$ cat config.mk
export PLATFORM = sky130hd
export DESIGN_NAME = sig_field_gen
export DESIGN_NICKNAME = d
export VERILOG_FILES = /design/src/rtl/sig_field_pkg.sv /design/src/rtl/sig_field_gen_rate_lut.sv /design/src/rtl/sig_field_gen.sv
export SDC_FILE = /design/constraint.sdc
export NUM_CORES = 1
export LEC_CHECK = 0
export ABC_AREA = 1
export BUFFER_PORTS_ARGS = -buffer_cell sky130_fd_sc_hd__buf_2
export CAP_MARGIN = 0
export CELL_PAD_IN_SITES_DETAIL_PLACEMENT = 0
export CELL_PAD_IN_SITES_GLOBAL_PLACEMENT = 1
export CORE_AREA = 2 2 80 82
export DETAILED_ROUTE_END_ITERATION = 6
export DIE_AREA = 0 0 82 84
export PLACE_DENSITY_LB_ADDON = 0.1
export SLEW_MARGIN = 10
export SYNTH_ARGS = -nofsm -noshare
export SYNTH_HDL_FRONTEND = slang
export SYNTH_SLANG_ARGS = --single-unit
$ cat constraint.sdc
create_clock -name clk -period 1.9 [get_ports clk]
set_input_delay 0 -clock clk [delete_from_list [all_inputs] [get_ports clk]]
set_output_delay 0 -clock clk [all_outputs]
set_load 0.01 [all_outputs]
$ cat src/rtl/sig_field_pkg.sv
// Shared types and constants for the 802.11a SIGNAL field generator.
// Optional length check is enabled with SIG_FIELD_LEN_CHECK_EN.
package sig_field_pkg;

  typedef enum logic [1:0] {
    S_IDLE,
    S_LOAD,
    S_SEND
  } state_e;

  localparam int SIG_BITS = 24;
  localparam int MAX_LEN  = 4095;
  localparam int CNT_W    = $clog2(SIG_BITS);
  localparam int LEN_W    = 12;

  localparam int RATE_LSB   = 0;
  localparam int RSVD_POS   = 4;
  localparam int LEN_LSB    = 5;
  localparam int PARITY_POS = 17;
  localparam int TAIL_LSB   = 18;

  // R1 sits in bit 0 so it is transmitted first.
  localparam logic [3:0] RATE_6M  = 4'b1011;
  localparam logic [3:0] RATE_9M  = 4'b1111;
  localparam logic [3:0] RATE_12M = 4'b1010;
  localparam logic [3:0] RATE_18M = 4'b1110;
  localparam logic [3:0] RATE_24M = 4'b1001;
  localparam logic [3:0] RATE_36M = 4'b1101;
  localparam logic [3:0] RATE_48M = 4'b1000;
  localparam logic [3:0] RATE_54M = 4'b1100;

  function automatic logic [SIG_BITS-1:0] build_word(
    input logic [3:0]       rate,
    input logic [LEN_W-1:0] len
  );
    logic [SIG_BITS-1:0] w;
    w = '0;
    w[RATE_LSB +: 4]     = rate;
    w[RSVD_POS]          = 1'b0;
    w[LEN_LSB +: LEN_W]  = len;
    w[PARITY_POS]        = ^w[PARITY_POS-1:0];
    w[TAIL_LSB +: 6]     = 6'd0;
    return w;
  endfunction

endpackage

$ cat src/rtl/sig_field_gen_rate_lut.sv
// Maps the frame_type rate index to its RATE code.
// Indices above 7 are flagged as illegal.
module sig_rate_lut
  import sig_field_pkg::*;
(
  input  logic [3:0] frame_type_i,
  output logic [3:0] rate_code_o,
  output logic       type_ok_o
);

  always_comb begin
    rate_code_o = 4'd0;
    type_ok_o   = 1'b1;
    unique case (frame_type_i)
      4'd0:    rate_code_o = RATE_6M;
      4'd1:    rate_code_o = RATE_9M;
      4'd2:    rate_code_o = RATE_12M;
      4'd3:    rate_code_o = RATE_18M;
      4'd4:    rate_code_o = RATE_24M;
      4'd5:    rate_code_o = RATE_36M;
      4'd6:    rate_code_o = RATE_48M;
      4'd7:    rate_code_o = RATE_54M;
      default: type_ok_o   = 1'b0;
    endcase
  end

endmodule

$ cat src/rtl/sig_field_gen.sv
// SIGNAL field builder and serialiser for the OFDM TX chain.
// Define SIG_FIELD_LEN_CHECK_EN to reject zero or oversize lengths.
module sig_field_gen
  import sig_field_pkg::*;
(
  input  logic        clk,
  input  logic        rst,
  input  logic        frame_vld,
  input  logic [15:0] frame_len,
  input  logic [3:0]  frame_type,
  output logic        sig_bit,
  output logic        sig_vld,
  input  logic        sig_rdy,
  output logic        busy,
  output logic        sig_done,
  output logic        desc_drop,
  output logic        desc_err
);

  localparam logic [CNT_W-1:0] LAST_CNT = CNT_W'(SIG_BITS - 1);

  state_e              state_q, state_d;
  logic [3:0]          rate_q, rate_d;
  logic [LEN_W-1:0]    len_q, len_d;
  logic [SIG_BITS-1:0] shift_q, shift_d;
  logic [CNT_W-1:0]    cnt_q, cnt_d;
  logic                vld_q, vld_d;
  logic                busy_q, busy_d;
  logic                done_q, done_d;
  logic                drop_q, drop_d;
  logic                err_q, err_d;

  logic [3:0] lut_rate;
  logic       type_ok;
  logic       len_ok;
  logic       xfer;

  sig_rate_lut u_lut (
    .frame_type_i (frame_type),
    .rate_code_o  (lut_rate),
    .type_ok_o    (type_ok)
  );

`ifdef SIG_FIELD_LEN_CHECK_EN
  assign len_ok = (frame_len != 16'd0) &&
                  (frame_len <= 16'(MAX_LEN));
`else
  assign len_ok = 1'b1;
`endif

  assign xfer = vld_q & sig_rdy;

  always_comb begin
    state_d = state_q;
    rate_d  = rate_q;
    len_d   = len_q;
    shift_d = shift_q;
    cnt_d   = cnt_q;
    vld_d   = vld_q;
    busy_d  = busy_q;
    done_d  = 1'b0;
    drop_d  = 1'b0;
    err_d   = 1'b0;
    unique case (state_q)
      S_IDLE: begin
        if (frame_vld) begin
          if (type_ok && len_ok) begin
            rate_d  = lut_rate;
            len_d   = frame_len[LEN_W-1:0];
            busy_d  = 1'b1;
            state_d = S_LOAD;
          end else begin
            err_d = 1'b1;
          end
        end
      end
      S_LOAD: begin
        drop_d  = frame_vld;
        shift_d = build_word(rate_q, len_q);
        cnt_d   = '0;
        vld_d   = 1'b1;
        state_d = S_SEND;
      end
      S_SEND: begin
        drop_d = frame_vld;
        if (xfer) begin
          shift_d = shift_q >> 1;
          cnt_d   = cnt_q + 1'b1;
          if (cnt_q == LAST_CNT) begin
            cnt_d   = '0;
            vld_d   = 1'b0;
            busy_d  = 1'b0;
            done_d  = 1'b1;
            state_d = S_IDLE;
          end
        end
      end
      default: state_d = S_IDLE;
    endcase
  end

  always_ff @(posedge clk or posedge rst) begin
    if (rst) begin
      state_q <= S_IDLE;
      rate_q  <= '0;
      len_q   <= '0;
      shift_q <= '0;
      cnt_q   <= '0;
      vld_q   <= 1'b0;
      busy_q  <= 1'b0;
      done_q  <= 1'b0;
      drop_q  <= 1'b0;
      err_q   <= 1'b0;
    end else begin
      state_q <= state_d;
      rate_q  <= rate_d;
      len_q   <= len_d;
      shift_q <= shift_d;
      cnt_q   <= cnt_d;
      vld_q   <= vld_d;
      busy_q  <= busy_d;
      done_q  <= done_d;
      drop_q  <= drop_d;
      err_q   <= err_d;
    end
  end

  assign sig_bit   = shift_q[0];
  assign sig_vld   = vld_q;
  assign busy      = busy_q;
  assign sig_done  = done_q;
  assign desc_drop = drop_q;
  assign desc_err  = err_q;

endmodule

==> results of run 1 <==
-- power by group --
part	internal (mW)	switching [mW]
registers	1.39	0.288
logic	0.829	1.35
clock network	0.248	0.334
total	2.47	1.98
-- metal layers --
layer | part of all wire (%) | vias to the layer above | global-route usage, % | routed length (um)
li1 | - | 1091 | - | -
met1 | 50 | 917 | 23.4 | 2520
met2 | 47 | 27 | 24.5 | 2360
met3 | 1.9 | 4 | 2.27 | 94
met4 | 1.3 | 0 | 5.61 | 65
met5 | 0 | - | 0 | 0
-- path summary, 6_finish.rpt --
| check | end | slack, ps | cells after the start |
|---|---|---|---|
| max in group asynchronous | len_q[7] | 1040 | 4 |
| worst max register to register | shift_q[13] | 240 | 9 |
| min in group asynchronous | cnt_q[1] | 280 | 3 |
| worst min-delay path | cnt_q[1] | 180 | 5 |
| worst max-delay path | shift_q[13] | 240 | 9 |
| worst min register to register | busy | 530 | 2 |
-- layout by cell type (no fill, tap or decap), drive strengths merged, types with 8 or more instances in the layout --
| cell | Yosys | layout |
|---|---|---|
| nand3 | 8 | 8 |
| a31oi | 9 | 9 |
| dfrtp | 46 | 46 |
| dlygate4sd3 | 0 | 18 |
| buf | 5 | 32 |
| nor2 | 22 | 22 |
| inv | 41 | 41 |
| o211ai | 8 | 8 |
| o21ai | 29 | 29 |
| nand2 | 134 | 134 |
-- cells by family after synthesis --
family,count (synthesis),share of synthesized area [%]
AO/OA/AOI/OAI,49,12.2
adder cells (fa/ha/maj),5,2.56
buffers and inverters,51,9.88
flip-flops,46,47.1
AND/OR/NAND/NOR,167,28.3
-- worst max-delay path: stages, from the launching register on --
cell and delay, ps:
dfrtp_1 380, inv_1 120, ha_2 270, inv_4 70
nor2_8 130, inv_4 70, nand2_4 170, buf_12 180
nor2_2 40, a31oi_2 130
-- stage by stage --
stage               hold slack [ps]  setup WS [ps]
global placement               64.7            216
CTS                             172            159
detailed placement             72.9            186
finish                          182            244
floorplan                       104            388
global route                    193           75.2
-- flip-flops by register name, indices dropped and copies added, names as in the netlist --
name       flops
desc_err       1
shift_q       18
cnt_q          5
rate_q         4
sig_done       1
busy           1
len_q         12
desc_drop      1
state_q        2
sig_vld        1
-- area by class of cell --
type	count	area [um^2]	area share [%]
clock buffer	5	68.8	2.37
inverter	41	159	5.46
sequential	46	1150	39.6
multi-input combinational	221	1050	36.2
timing repair buffer	50	370	12.7
tap	77	96.3	3.31
clock inverter	2	10.0	0.344
-- what timing repair did --
action | CTS | global route
resized for setup | 0 | 1
hold buffers | 18 | 0
endpoints found under the setup margin | 0 | 1
endpoints found under the hold margin | 39 | 0
==> results.yml, run 1 <==
logic_synthesis:
  avgSynthCellArea_um2: 7.68
  synth.area.top_cells: "dfrtp_1, nand2_1, o21ai_0"
  ys_ff_latch: 46
  synthArstFlopShare_pct: 100
  syn_inst: 318
  ys_dominant_reg_cell: "dfrtp_1"
  synth_edf_count: 0
  netlist_top_cells_count: "nand2_1, dfrtp_1, inv_1, o21ai_0, nor2_1"
  synthesis.nets: 347
  synth_seq_area_share_pct: 47.1
  synth_most_common_cell: "nand2_1"
  syn_area_um2: 2440
  synth_top_area_share_pct: 47.1
  synth_cell_types: 27
  synth_warnings: 0
  yosys.area.top_type: "dfrtp_1"
timing:
  max_freq_mhz: 604
  slew_violations: 0
  min_period_ps: 1660
  relSlewSlack_pct: 65.4
  finalHoldViolCount: 0
  finalCritPeriodShare_pct: 87.2
  setup_tns_ps: 0
  setup_viol: 0
  rsz0062_at_grt: "false"
  skew_ps: 9.45
  tightest_slew_ps: 518
placement:
  routabilityCongestion: 0.770
  hpwl_um: 3710
  place_area_um2: 2650
  dp_cells: 417
  io_buffers: 25
clock_network:
  clk_pin_slew_ps: 90
  cts.sinks: 46
  max-clock-path-buffers: 2
  cts_htree_levels: 2
  numCtsBuffers: 5
  clock-root-buffer: "clkbuf_8"
  clk_latency_ps: 300
  cts_tree: "done"
  postCtsSetupBuffers: 0
global_route:
  grt_pass1_vias: 1869
  antenna_found_initial: 0
  grt.total_usage_pct: 16.2
  grt_pass1_wl_um: 8650
  grt_overflow: 0
  grt_max_degree: 27
floorplan:
  rows: 29
  die_y_um: 84
  core-area_um2: 6100
  die_x_um: 82
  initial_core_util_pct: 40.1
  die_area_um2: 6890
  io_pins: 30
drt:
  vias: 2039
  drtIter0Drc: 90
  dr.pass1.iters: 4
  vias_per_cell: 4.61
  drt.antenna.violating_nets: 0
  wl_um: 5050
  avgRoutedWirePerCell_um: 11.4
  drc: 0
layout:
  nets: 394
  utilization_pct: 47.7
  num_antenna_cells: 0
  fin_cells: 442
  area_delta_synth_final_pct: 19.0
  drive_above_1_share_pct: 15.1
  fin_area_um2: 2910
  fillerInstances: 635
worst_setup_path:
  crit_type: "flop to flop"
  arrival_ps: 1870
  timing.rr.start: "state_q[0]"
  startpoint: "state_q[0]"
  cp-start-kind: "flop"
  end_kind: "flop"
  crit_fanout: 22
  cp.required_ps: 2110
pwr:
  power_mw: 4.44
  p_per_area_nw_per_um2: 1530
  ir_drop_v: 0.000584
  p_leak_nw: 1.47
min_path:
  holdCritStartpoint: "sig_rdy"
  hold_class: "input pin to flop"
status:
  outcome: "finished, final reports clean"
run:
  cap_violations: 0
(Power assumes the default switching activity.)
==> inputs of run 2 (changes only) <==
- CORE_AREA: 2 2 80 82 -> 2 2 95 69
- DIE_AREA: 0 0 82 84 -> 0 0 97 71
- SKIP_LAST_GASP: default -> 1
==> results.yml, run 2 (synthesized netlist as in run 1, its figures left out) <==
status:
  outcome: "finished, final reports clean"
run:
  cap_violations: 0
layout:
  regMostFlops: "shift_q"
  final_common_cell: "nand2_1"
  drive_above_1_share_pct: 15.2
  fillerInstances: 612
  layout_common_cells: "nand2_1, dfrtp_1, inv_1"
  area_delta_synth_final_pct: 20.3
  largest_reg_flops: 18
  num_antenna_cells: 0
  top_regs: "shift_q (18), len_q (12), cnt_q (5)"
  nets: 396
worst_setup_path:
  max_stage_delay_ps: 390
  timing.rr.start: "state_q[0]"
  path_common_cell: "inv_4"
  rr_worst_depth: 9
  cp-start-kind: "flop"
  slowest_stage: "dfrtp_1"
  crit_type: "flop to flop"
  path_cells: "inv_1 > ha_2 > inv_4 > nor2_8 > inv_4 > nand2_4 > buf_12 > o211ai_1 > o21ai_0"
  arrival_ps: 1890
  cp.required_ps: 2120
  crit_fanout: 19
  r2r-end: "shift_q[6]"
  end_kind: "flop"
  reg2reg_slack_ps: 220
timing:
  min_period_ps: 1680
  rsz0062_at_grt: "false"
  relSlewSlack_pct: 59.9
  skew_ps: 3.07
  max_freq_mhz: 596
  setup_viol: 0
  finalHoldViolCount: 0
  slew_violations: 0
  setup_tns_ps: 0
  finalCritPeriodShare_pct: 88.3
  setup_slack_ps: 222
  tightest_slew_ps: 601
clock_network:
  numCtsBuffers: 5
  postCtsSetupBuffers: 0
  cts_htree_levels: 2
  clk_pin_slew_ps: 90
  clock-root-buffer: "clkbuf_8"
  cts_tree: "done"
  max-clock-path-buffers: 2
  clk_latency_ps: 300
  cts.sinks: 46
floorplan:
  core-area_um2: 6040
  die_x_um: 97
  die_area_um2: 6890
  die_y_um: 71
  io_pins: 30
  rows: 24
  initial_core_util_pct: 40.5
placement:
  io_buffers: 25
  place_ws_ps: 169
  hpwl_um: 3630
  routabilityCongestion: 0.742
drt:
  dr.pass1.iters: 4
  drt.antenna.violating_nets: 0
  vias_per_cell: 4.54
  avgRoutedWirePerCell_um: 11.2
  vias: 2025
  drtIter0Drc: 108
  wl_um: 4980
  drc: 0
min_path:
  holdCritStartpoint: "sig_rdy"
  min_to: "cnt_q[1]"
  hold_class: "input pin to flop"
  hold_path_depth: 5
global_route:
  use_met1_pct: 23.1
  busiest_layer: "met2"
  antenna_found_initial: 0
  grt_use_met3_pct: 3.56
  grt.total_usage_pct: 16.3
  grt_pass1_vias: 1973
  grt_max_degree: 47
  use_met2_pct: 25.3
  grt_overflow: 0
  grt_pass1_wl_um: 9070
pwr:
  p_per_area_nw_per_um2: 1540
  ir_drop_v: 0.000642
  p_leak_nw: 1.49
run 2: cell type report:
class                   instances  area (um^2)  share of cell area [%]
clock inverters                 1         5.00                   0.170
repair buffers                 52          388                    13.2
well taps                      78         97.6                    3.32
multi-input cells             221         1050                    35.8
inverters                      41          159                    5.40
clock buffers                   7         86.3                    2.94
flip-flops and latches         46         1150                    39.1
run 2: where the power goes:
group / switching [mW] / total (mW) / internal (mW)
sequential: 0.285 / 1.67 / 1.39
combinational: 1.36 / 2.22 / 0.866
clock: 0.337 / 0.631 / 0.294
total: 1.98 / 4.53 / 2.55
run 2: how the worst max path moves through the flow:
stage,end,start,slack [ps]
after floorplan,shift_q[11],state_q[0],390
after global placement,shift_q[6],state_q[0],200
after detailed placement,shift_q[6],state_q[0],170
after CTS,shift_q[6],state_q[0],140
after global routing,shift_q[6],state_q[0],60
final,shift_q[6],state_q[0],220
run 2: metrics by stage:
| stage | instance area, um^2 | hold WS, ps | power, mW | utilization (%) | cells |
|---|---|---|---|---|---|
| after floorplan | 2440 | 104 | 3.45 | - | 318 |
| after global placement | 2660 | 194 | 3.87 | 44.0 | 419 |
| after detailed placement | 2660 | 192 | 3.91 | 44.0 | 419 |
| after CTS | 2940 | 169 | 4.59 | 48.7 | 446 |
| after global routing | 2940 | 213 | 5.06 | 48.7 | 446 |
| final | 2940 | 167 | 4.53 | 48.7 | 446 |
run 2: what timing repair did:
action	in CTS	in global routing
gates resized for setup	0	1
endpoints found under the hold margin	63	0
endpoints found under the setup margin	0	1
hold buffers	19	0
run 2: critical path, delay by kind of cell, from the launching register on:
kind,cells,cell delay [ps]
buf+inv,4,450
fa+ha+maj,1,280
simple gates,2,310
compound gates,2,180
flops,1,390
run 2: metal layers:
layer | vias up | wire, um
met1 | 900 | 2720
met5 | - | 0
met3 | 8 | 114
li1 | 1096 | -
met4 | 0 | 64
met2 | 21 | 2090
